File: config.mk
export PLATFORM = sky130hd
export DESIGN_NAME = mem_stage_ctrl
export DESIGN_NICKNAME = d
export VERILOG_FILES = /design/src/rtl/mem_stage_ctrl.sv
export SDC_FILE = /design/constraint.sdc
export NUM_CORES = 1
export LEC_CHECK = 0
export ABC_CLOCK_PERIOD_IN_PS = 2900
export CAP_MARGIN = 10
export CORE_ASPECT_RATIO = 1.25
export CORE_UTILIZATION = 40
export CTS_CLUSTER_SIZE = 12
export DETAILED_ROUTE_END_ITERATION = 7
export PLACE_DENSITY = 0.76
export REMOVE_ABC_BUFFERS = 1
export SLEW_MARGIN = 20
export SYNTH_ARGS = -nofsm -noshare
export SYNTH_HDL_FRONTEND = slang
export SYNTH_SLANG_ARGS = --single-unit
File: constraint.sdc
create_clock -name clock -period 2.9 [get_ports clock]
set_input_delay 0.58 -clock clock [delete_from_list [all_inputs] [get_ports clock]]
set_output_delay 0.58 -clock clock [all_outputs]
set_load 0.005 [all_outputs]
File: src/rtl/mem_stage_ctrl.sv
// Memory-stage controller: passes non-memory ops through the M/W latch in one cycle and
// holds the pipeline while a lw/sw waits on a bounded-latency memory handshake.
module mem_stage_ctrl #(
  parameter int unsigned TIMEOUT = 255
) (
  input  logic        clock,
  input  logic        reset,
  input  logic [31:0] ir_in,
  input  logic [31:0] o_in,
  input  logic [31:0] b_in,
  input  logic        valid_in,
  output logic        stall,
  output logic        mem_req,
  output logic        mem_we,
  output logic [11:0] mem_addr,
  output logic [31:0] mem_wdata,
  input  logic        mem_ack,
  input  logic [31:0] mem_rdata,
  output logic [31:0] ir_out,
  output logic [31:0] o_out,
  output logic [31:0] d_out,
  output logic        valid_out,
  output logic        mem_timeout
);

  localparam logic [4:0] OpLw = 5'b01000;
  localparam logic [4:0] OpSw = 5'b00111;

  typedef enum logic {StIdle, StBusy} state_e;

  state_e      state_q, state_d;
  logic [7:0]  timer_q, timer_d;
  logic [31:0] hold_ir_q, hold_ir_d;
  logic [31:0] hold_o_q, hold_o_d;
  logic [31:0] hold_b_q, hold_b_d;
  logic [31:0] ir_out_q, ir_out_d;
  logic [31:0] o_out_q, o_out_d;
  logic [31:0] d_out_q, d_out_d;
  logic        valid_out_q, valid_out_d;
  logic        timeout_q, timeout_d;

  logic is_mem_in;
  logic hold_is_lw;
  logic hold_is_sw;
  logic timer_last;

  assign is_mem_in  = valid_in && ((ir_in[31:27] == OpLw) || (ir_in[31:27] == OpSw));
  assign hold_is_lw = (hold_ir_q[31:27] == OpLw);
  assign hold_is_sw = (hold_ir_q[31:27] == OpSw);
  assign timer_last = (timer_q == 8'(TIMEOUT - 1));

  always_ff @(posedge clock) begin
    if (reset) begin
      state_q     <= StIdle;
      timer_q     <= 8'd0;
      hold_ir_q   <= 32'd0;
      hold_o_q    <= 32'd0;
      hold_b_q    <= 32'd0;
      ir_out_q    <= 32'd0;
      o_out_q     <= 32'd0;
      d_out_q     <= 32'd0;
      valid_out_q <= 1'b0;
      timeout_q   <= 1'b0;
    end else begin
      state_q     <= state_d;
      timer_q     <= timer_d;
      hold_ir_q   <= hold_ir_d;
      hold_o_q    <= hold_o_d;
      hold_b_q    <= hold_b_d;
      ir_out_q    <= ir_out_d;
      o_out_q     <= o_out_d;
      d_out_q     <= d_out_d;
      valid_out_q <= valid_out_d;
      timeout_q   <= timeout_d;
    end
  end

  always_comb begin
    state_d     = state_q;
    timer_d     = timer_q;
    hold_ir_d   = hold_ir_q;
    hold_o_d    = hold_o_q;
    hold_b_d    = hold_b_q;
    ir_out_d    = 32'd0;
    o_out_d     = 32'd0;
    d_out_d     = 32'd0;
    valid_out_d = 1'b0;
    timeout_d   = timeout_q;
    unique case (state_q)
      StIdle: begin
        if (is_mem_in) begin
          hold_ir_d = ir_in;
          hold_o_d  = o_in;
          hold_b_d  = b_in;
          timer_d   = 8'd0;
          state_d   = StBusy;
        end else if (valid_in) begin
          ir_out_d    = ir_in;
          o_out_d     = o_in;
          valid_out_d = 1'b1;
        end
      end
      StBusy: begin
        // An ack on the last allowed cycle still completes the access.
        if (mem_ack) begin
          ir_out_d    = hold_ir_q;
          o_out_d     = hold_o_q;
          d_out_d     = hold_is_lw ? mem_rdata : 32'd0;
          valid_out_d = 1'b1;
          state_d     = StIdle;
        end else if (timer_last) begin
          timeout_d = 1'b1;
          state_d   = StIdle;
        end else begin
          timer_d = timer_q + 8'd1;
        end
      end
      default: state_d = StIdle;
    endcase
  end

  always_comb begin
    stall     = 1'b0;
    mem_req   = 1'b0;
    mem_we    = 1'b0;
    mem_addr  = 12'd0;
    mem_wdata = 32'd0;
    if (!reset) begin
      if (state_q == StIdle) begin
        stall = is_mem_in;
      end else begin
        stall     = !(mem_ack || timer_last);
        mem_req   = 1'b1;
        mem_we    = hold_is_sw;
        mem_addr  = hold_o_q[11:0];
        mem_wdata = hold_b_q;
      end
    end
  end

  assign ir_out      = ir_out_q;
  assign o_out       = o_out_q;
  assign d_out       = d_out_q;
  assign valid_out   = valid_out_q;
  assign mem_timeout = timeout_q;

endmodule
; ---- Yosys cells after proc, flatten, opt, wreduce, memory -nomap -nowiden
; Cells that the tools add are included.
[word_totals]
regBits = 203
inputBits = 132
output_inout_bits = 145
elab_cells = 60
[op_classes]
n_addsub = 1
eq_ne = 8
mux = 30
bitwise = 3
reduce_logical = 8
[op_table]
columns = op, count
row1 = 32-bit two-way mux, 8
row2 = 32-bit case mux with 2 select lines, 2
row3 = 12-bit two-way mux, 2
row4 = 8-bit two-way mux, 3
row5 = 8-bit case mux with 2 select lines, 1
row6 = 1-bit two-way mux, 12
row7 = "5-bit by 3-bit equality test with 1-bit output, second input constant", 2
row8 = "5-bit by 4-bit equality test with 1-bit output, second input constant", 2
row9 = "8-bit by 1-bit adder with 8-bit output, second input constant", 1
row10 = "8-bit equality test, second input constant", 1
row11 = "2-bit != test, second input constant", 3
row12 = 3-bit AND reduction, 2
row13 = 1-bit case mux with 2 select lines, 2
row14 = 4-bit OR reduction, 1
row15 = 1-bit NOT, 3
row16 = 1-bit logical OR, 2
row17 = 2-bit AND reduction, 1
row18 = 1-bit logical AND, 1
row19 = 1-bit zero test, 1

; ---- Longest topological paths before layout
; Gate-level depths: netlist (run 1).
[logic_depth]
depth_word = 5
ltp_mapped = 7
depth_no_buf = 6

; ---- Least setup slack after synthesis (run 1)
; OpenSTA, ideal clock, no wires.
[synth_path]
kind = in2out
startpoint = input port reset
endpoint = output port mem_addr[10]
arrival_ps = 1568
t_required_ps = 2320
setup_slack_ps = 752
stages = 6
n_path_buf = 2
path_cell_list = clkbuf_1 > clkinv_1 > nand2_1 > inv_1 > clkbuf_1 > and2_1
[synth_via]
elab_chain_cells = 1
[synth_rtl]
columns = item, line
row1 = from (decl), 7  ; input logic reset,
row2 = 12-bit two-way mux, 128  ; if (!reset) begin
row3 = to (decl), 15  ; output logic [11:0] mem_addr,
; No other way between the ends.

; ---- Worst setup path in the final report (run 1)
[layout_path]
startpoint = input port ir_in[29]
endpoint = output port stall
[layout_via]
elab_chain_cells = 5
elab_cells_between_ends = 6
classes_between = eq/ne: 2 / mux: 2 / reduce/logical: 2
[layout_rtl]
columns = item, line
row1 = from (decl), 8  ; input logic [31:0] ir_in,
row2 = 5-bit by 4-bit equality test with 1-bit output or 5-bit by 3-bit equality test with 1-bit output (tied branches), 47  ; assign is_mem_in = valid_in && ((ir_in[31:27] == OpLw) || (ir_in[31:27] == OpSw));
row3 = 1-bit logical OR *, 47
row4 = 1-bit logical AND *, 47
row5 = 1-bit two-way mux *, 129  ; if (state_q == StIdle) begin
row6 = 1-bit two-way mux *, 128
row7 = to (decl), 12  ; output logic stall,
; Every way passes the cells marked *; elsewhere a longest branch is shown, timed or not.

==> impl_metrics.json, run 1 <==
{
  "status": "complete, no violations",
  "first_global_vias": 6373,
  "p_leak_uw": 0.00387,
  "ys_seq_area_share_pct": 55.9,
  "sw_frac_of_total_pct": 21.7,
  "dp.final_hpwl_mm": 12.9,
  "critPathArrivalTime_ns": 2.25,
  "synth_cell_types": 39,
  "rsz0062_at_grt": "no",
  "combPwrFrac_pct": 8.2,
  "grt_overflow": 0,
  "critPathCaptureType": "primary output",
  "final_cell_area_um2": 10900,
  "synth_area_leaders": "dfxtp_1, nand2_1, a32oi_1",
  "cts_buffer_depth": 3,
  "synth-seq-cells": 203,
  "antenna_found_initial": 1,
  "crit_chain": "clkdlybuf4s50_1, and4b_1, o211ai_4, a21oi_1, clkdlybuf4s50_1",
  "fmax_ghz": 0.354,
  "syn_inst": 821,
  "dieArea_um2": 18700,
  "netlist_area_um2": 7270,
  "synth_area_leader_cell": "dfxtp_1",
  "cpMaxStageDelayCell": "clkdlybuf4s50_1",
  "routedWlPerCell_um": 15.5,
  "p_seq_share_pct": 50.0,
  "path_buf_inv": 2,
  "cp_num_cells": 5,
  "core_um2": 17600,
  "die_w_um": 123,
  "cts-root-buf": "clkbuf_16",
  "cts_tree": "built",
  "fp-row-count": 54,
  "synth_enable_flop_cells": 0,
  "hold_depth": 2,
  "crit_path_frequent_cell": "clkdlybuf4s50_1",
  "drt_wl_total_mm": 20.1,
  "ios": 277,
  "clock_skew_ns": 0.0130,
  "syn_to_final_growth_pct": 49.3,
  "cts_buffers": 21,
  "power.internal_uw": 4490,
  "report.final.slew_viol_count": 0,
  "grt_pass1_wl_mm": 32.0,
  "synth_ff_type": "dfxtp_1",
  "synth.avg_cell_area_um2": 8.86,
  "cp_top_family": "buffers and inverters",
  "first_pass_iters": 4,
  "drive_above_1_share_pct": 5.13,
  "insertion_delay_ns": 0.49,
  "irDropWorstVdd_mv": 0.449,
  "slew_headroom_pct": 46.6,
  "floorplan.initialDensity_pct": 41.3,
  "vias": 6648,
  "grt_max_degree": 169,
  "max_stage_delay_ns": 0.58,
  "fin_tns_setup_ns": 0,
  "finalSetupViolations": 0,
  "fin_crit_sh_pct": 97.5,
  "drv_cap": 0,
  "p_per_area_nw_per_um2": 528,
  "multi_input_area_um2": 2930,
  "htree_levels": 1,
  "clkTransAtPathRegs_ns": 0.05,
  "place_area_um2": 10300,
  "synth_top_area_share_pct": 55.9,
  "drc": 0,
  "ys_top_cells_by_count": "dfxtp_1, nand2_1, a21oi_1",
  "port_buffers": 276,
  "die_y_um": 153,
  "n_fill_cell": 1464,
  "path_class": "in -> out",
  "place_congestion": 0.793,
  "synth.most_common_cell": "dfxtp_1",
  "power_frac_clock_pct": 41.7,
  "fin_crit_ns": 2.83,
  "tightest_slew_ns": 0.801,
  "startpoint_type": "primary input",
  "ff_latch_area_um2": 4070,
  "async_flop_share_pct": 0,
  "report.final.hold_viol_count": 0,
  "switching_power_uw": 1240,
  "viasPerCell": 5.12,
  "drt_iter0_markers": 476,
  "reg2regPathDepth": 6,
  "cp.required_ns": 2.32,
  "track_usage_pct": 21.2,
  "hp-class": "reg -> reg",
  "ant_nets": 0,
  "yosys_warnings": 0,
  "power_uw": 5730,
  "path_max_fanout": 3,
  "clock_sinks": 203,
  "cts_hold_buffers": 0,
  "whs_ns": 0.449,
  "fin_nets": 1201
}
## cells in the final DEF (no fill, tap or decap), types with 2 or more instances in the layout
cell type          n
buf_12             8
clkdlybuf4s50_1  274
or3_1              3
clkbuf_1           3
a32oi_1           63
ha_1               2
and2_1            76
nand2_1          189
dfxtp_1          202
nand3_1           10
buf_4             10
a211oi_1           3
clkinv_2           2
inv_1              3
clkbuf_16         21
nor3_1             2
clkbuf_8           2
o211a_1            3
nor2_1            68
mux2i_1            3
a21oi_1          100
## tightest hold or removal path, delay by kind of cell, from the launching register on
family             cells  cell delay (ns)
DFF                    1             0.30
and+or+nand+nor        1             0.05
AOI/OAI and AO/OA      1             0.05
## routing by layer
layer | GRT usage [%] | vias up | wire (um)
met5 | 0 | - | 0
li1 | - | 3258 | -
met4 | 5.87 | 0 | 386
met3 | 6.66 | 27 | 1870
met1 | 23.8 | 3089 | 7720
met2 | 37.7 | 274 | 10100
## sequential cells by signal, indices dropped and copies added, names as in the netlist
name / count
hold_ir_q: 32
mem_timeout: 1
timer_q: 8
state_q: 1
o_out: 32
ir_out: 32
valid_out: 1
d_out: 32
hold_o_q: 32
hold_b_q: 32
## what timing repair did
action                                  in CTS  in global routing
pin swaps                                    0                  1
setup buffers                                0                  0
endpoints found under the setup margin       3                  1
endpoints found under the hold margin        0                  0
gates resized for setup                      1                  1
cloned                                       0                  0
## through the flow
stage	std cells	util [%]	setup WS (ns)
3_5_place_dp	1268	58.3	0.0809
2_1_floorplan	751	-	-0.739
6_report	1298	61.6	0.0737
3_3_place_gp	1268	58.3	0.110
4_1_cts	1297	61.6	0.0768
5_1_grt	1297	61.6	0.0202
## final timing paths
check,from,endpoint,slack (ns)
max,ir_in[29],stall,0.07
min,hold_b_q[31],hold_b_q[31],0.45
max reg2reg,state_q,hold_ir_q[15],1.05
min reg2reg,hold_b_q[31],hold_b_q[31],0.45
## cell type report
| type | count | share of cell area, % |
|---|---|---|
| clock buffer | 26 | 5.19 |
| multi-input combinational | 544 | 26.9 |
| inverter | 4 | 0.138 |
| sequential | 203 | 37.4 |
| antenna | 1 | 0.0230 |
| timing repair buffer | 293 | 27.5 |
| tap | 224 | 2.58 |
| clock inverter | 3 | 0.173 |
## power by group through the flow
| stage | clock, uW | sequential (uW) | combinational, uW |
|---|---|---|---|
| floorplan | 0 | 2930 | 111 |
| global placement | 0 | 2930 | 469 |
| detailed placement | 0 | 2930 | 474 |
| CTS | 2470 | 2870 | 476 |
| global route | 2570 | 2870 | 513 |
| finish | 2390 | 2870 | 473 |
## logic make-up after synthesis
| kind of cell | synth area share [%] |
|---|---|
| buffers and inverters | 4.52 |
| AO/OA/AOI/OAI | 16.4 |
| adder cells (fa/ha/maj) | 0.344 |
| flip-flops | 55.9 |
| multiplexers | 0.413 |
| AND/OR/NAND/NOR | 22.5 |
No activity file was read; power rests on OpenSTA's default activity.
==> run 2: changes to the inputs <==
--- a/config.mk
+++ b/config.mk
@@ -5,7 +5,7 @@
 export SDC_FILE = /design/constraint.sdc
 export NUM_CORES = 1
 export LEC_CHECK = 0
-export ABC_CLOCK_PERIOD_IN_PS = 2900
+export ABC_CLOCK_PERIOD_IN_PS = 3700
 export CAP_MARGIN = 10
 export CORE_ASPECT_RATIO = 1.25
 export CORE_UTILIZATION = 40
==> constraint.sdc (replaced) <==
create_clock -name clock -period 3.7 [get_ports clock]
set_input_delay 0.74 -clock clock [delete_from_list [all_inputs] [get_ports clock]]
set_output_delay 0.74 -clock clock [all_outputs]
set_load 0.005 [all_outputs]
==> run 2 against run 1 <==
Clock skew is 0.0087 ns higher; final cell count shrank 0.15%; critical path depth is the same; critical endpoint unchanged; largest power group unchanged; highest routed layer unchanged.
==> impl_metrics.json, run 2 (synthesis gave the netlist of run 1 again) <==
{
  "port_buffers": 276,
  "fp-row-count": 54,
  "antenna_found_initial": 0,
  "dieArea_um2": 18700,
  "crit_chain": "clkdlybuf4s50_1, nor4b_4, o211ai_4, a21oi_1, clkdlybuf4s50_1",
  "place_congestion": 0.786,
  "drive_above_1_share_pct": 4.76,
  "viasPerCell": 5.09,
  "layout.cells.non_filler": 1296,
  "die_y_um": 153,
  "ios": 277,
  "cp.required_ns": 2.96,
  "dp.final_hpwl_mm": 13.1,
  "fmax_ghz": 0.310,
  "htree_levels": 1,
  "routedWlPerCell_um": 15.5,
  "p_per_area_nw_per_um2": 423,
  "vias": 6592,
  "fin_crit_ns": 3.23,
  "finalSetupViolations": 0,
  "core_um2": 17600,
  "final_cell_mix": "clkdlybuf4s50_1, dfxtp_1, nand2_1, a21oi_1, and2_1",
  "drt_iter0_markers": 475,
  "post_cts_buffers": 0,
  "clkTransAtPathRegs_ns": 0.06,
  "drc": 0,
  "critPathCaptureType": "primary output",
  "report.final.hold_viol_count": 0,
  "report.final.slew_viol_count": 0,
  "syn_to_final_growth_pct": 48.5,
  "numPlacedInstances": 1263,
  "path_max_fanout": 3,
  "floorplan.initialDensity_pct": 41.3,
  "clock_skew_ns": 0.0217,
  "rsz0062_at_grt": "no",
  "tightest_slew_ns": 1.05,
  "fin_crit_sh_pct": 87.2,
  "path_buf_inv": 2,
  "cts-root-buf": "clkbuf_16",
  "grt_overflow": 0,
  "cpMaxStageDelayCell": "clkdlybuf4s50_1",
  "power_uw": 4570,
  "p_leak_uw": 0.00383,
  "status": "complete, no violations",
  "first_global_vias": 6613,
  "cts_hold_buffers": 0,
  "grt_pass1_wl_mm": 32.2,
  "first_pass_iters": 4,
  "num_antenna_cells": 0,
  "mostFrequentLayoutCell": "clkdlybuf4s50_1",
  "hp-class": "reg -> reg",
  "cts_buffers": 22,
  "cts_buffer_depth": 3,
  "ant_nets": 0,
  "path_class": "in -> out",
  "cts_resized": 0,
  "crit_path_frequent_cell": "clkdlybuf4s50_1",
  "drt_wl_total_mm": 20.1,
  "critPathArrivalTime_ns": 2.49,
  "max_stage_delay_ns": 0.52,
  "cts_tree": "built",
  "n_fill_cell": 1475,
  "slew_headroom_pct": 30.0,
  "die_w_um": 123,
  "final_util_pct": 61.2,
  "clock_sinks": 203,
  "fin_nets": 1197,
  "track_usage_pct": 21.3,
  "cp_top_family": "buffers and inverters",
  "startpoint_type": "primary input",
  "drv_cap": 0,
  "irDropWorstVdd_mv": 0.369,
  "grt_max_degree": 106,
  "insertion_delay_ns": 0.50
}
[run 2: per-layer routing]
metal | wire (um) | vias up | track usage [%]
met5 | 0 | - | 0
met4 | 544 | 0 | 8.07
met3 | 1660 | 36 | 5.88
met2 | 10000 | 252 | 37.2
met1 | 7890 | 3057 | 24.1
li1 | - | 3247 | -
[run 2: cell type report]
cell class / instances / area [um2] / area share [%]
sequential: 203 / 4060 / 37.6
multi-input combinational: 544 / 2930 / 27.1
timing repair buffer: 288 / 2880 / 26.7
clock buffer: 29 / 597 / 5.53
tap: 224 / 280 / 2.60
clock inverter: 4 / 37.5 / 0.348
inverter: 4 / 15.0 / 0.139
[run 2: path summary, 6_finish.rpt]
kind | slack (ns) | cells after the start | end | from
min | 0.45 | 2 | hold_b_q[22] | hold_b_q[22]
max reg2reg | 1.68 | 5 | timer_q[4] | state_q
max | 0.47 | 5 | stall | ir_in[27]
min reg2reg | 0.45 | 2 | hold_b_q[22] | hold_b_q[22]
[run 2: where the power goes]
group          total, uW  switching (uW)  internal, uW
sequential          2250            16.5          2230
clock               1960             833          1130
combinational        362             146           217
total               4570             996          3580
[run 2: per-stage QoR]
stage | worst slack [ns] | area (um2) | hold WS (ns) | setup TNS [ns]
5_1_grt | 0.334 | 10800 | 0.468 | 0
2_1_floorplan | -0.259 | 6960 | 0.426 | -0.259
6_report | 0.474 | 10800 | 0.447 | 0
3_3_place_gp | 0.496 | 10200 | 0.437 | 0
3_5_place_dp | 0.444 | 10200 | 0.442 | 0
4_1_cts | 0.470 | 10800 | 0.450 | 0
[run 2: worst min-delay path, cell delays in order, from the launching register on]
cell	delay, ns
dfxtp_1	0.30
nand2_1	0.05
a21oi_1	0.05
==> run 3: changes to the inputs <==
--- a/config.mk
+++ b/config.mk
@@ -13,6 +13,7 @@
 export DETAILED_ROUTE_END_ITERATION = 7
 export PLACE_DENSITY = 0.76
 export REMOVE_ABC_BUFFERS = 1
+export SKIP_CTS_REPAIR_TIMING = 1
 export SLEW_MARGIN = 20
 export SYNTH_ARGS = -nofsm -noshare
 export SYNTH_HDL_FRONTEND = slang
==> results of run 3 <==
The final DEF is identical to that of run 2; final timing and power are the same.
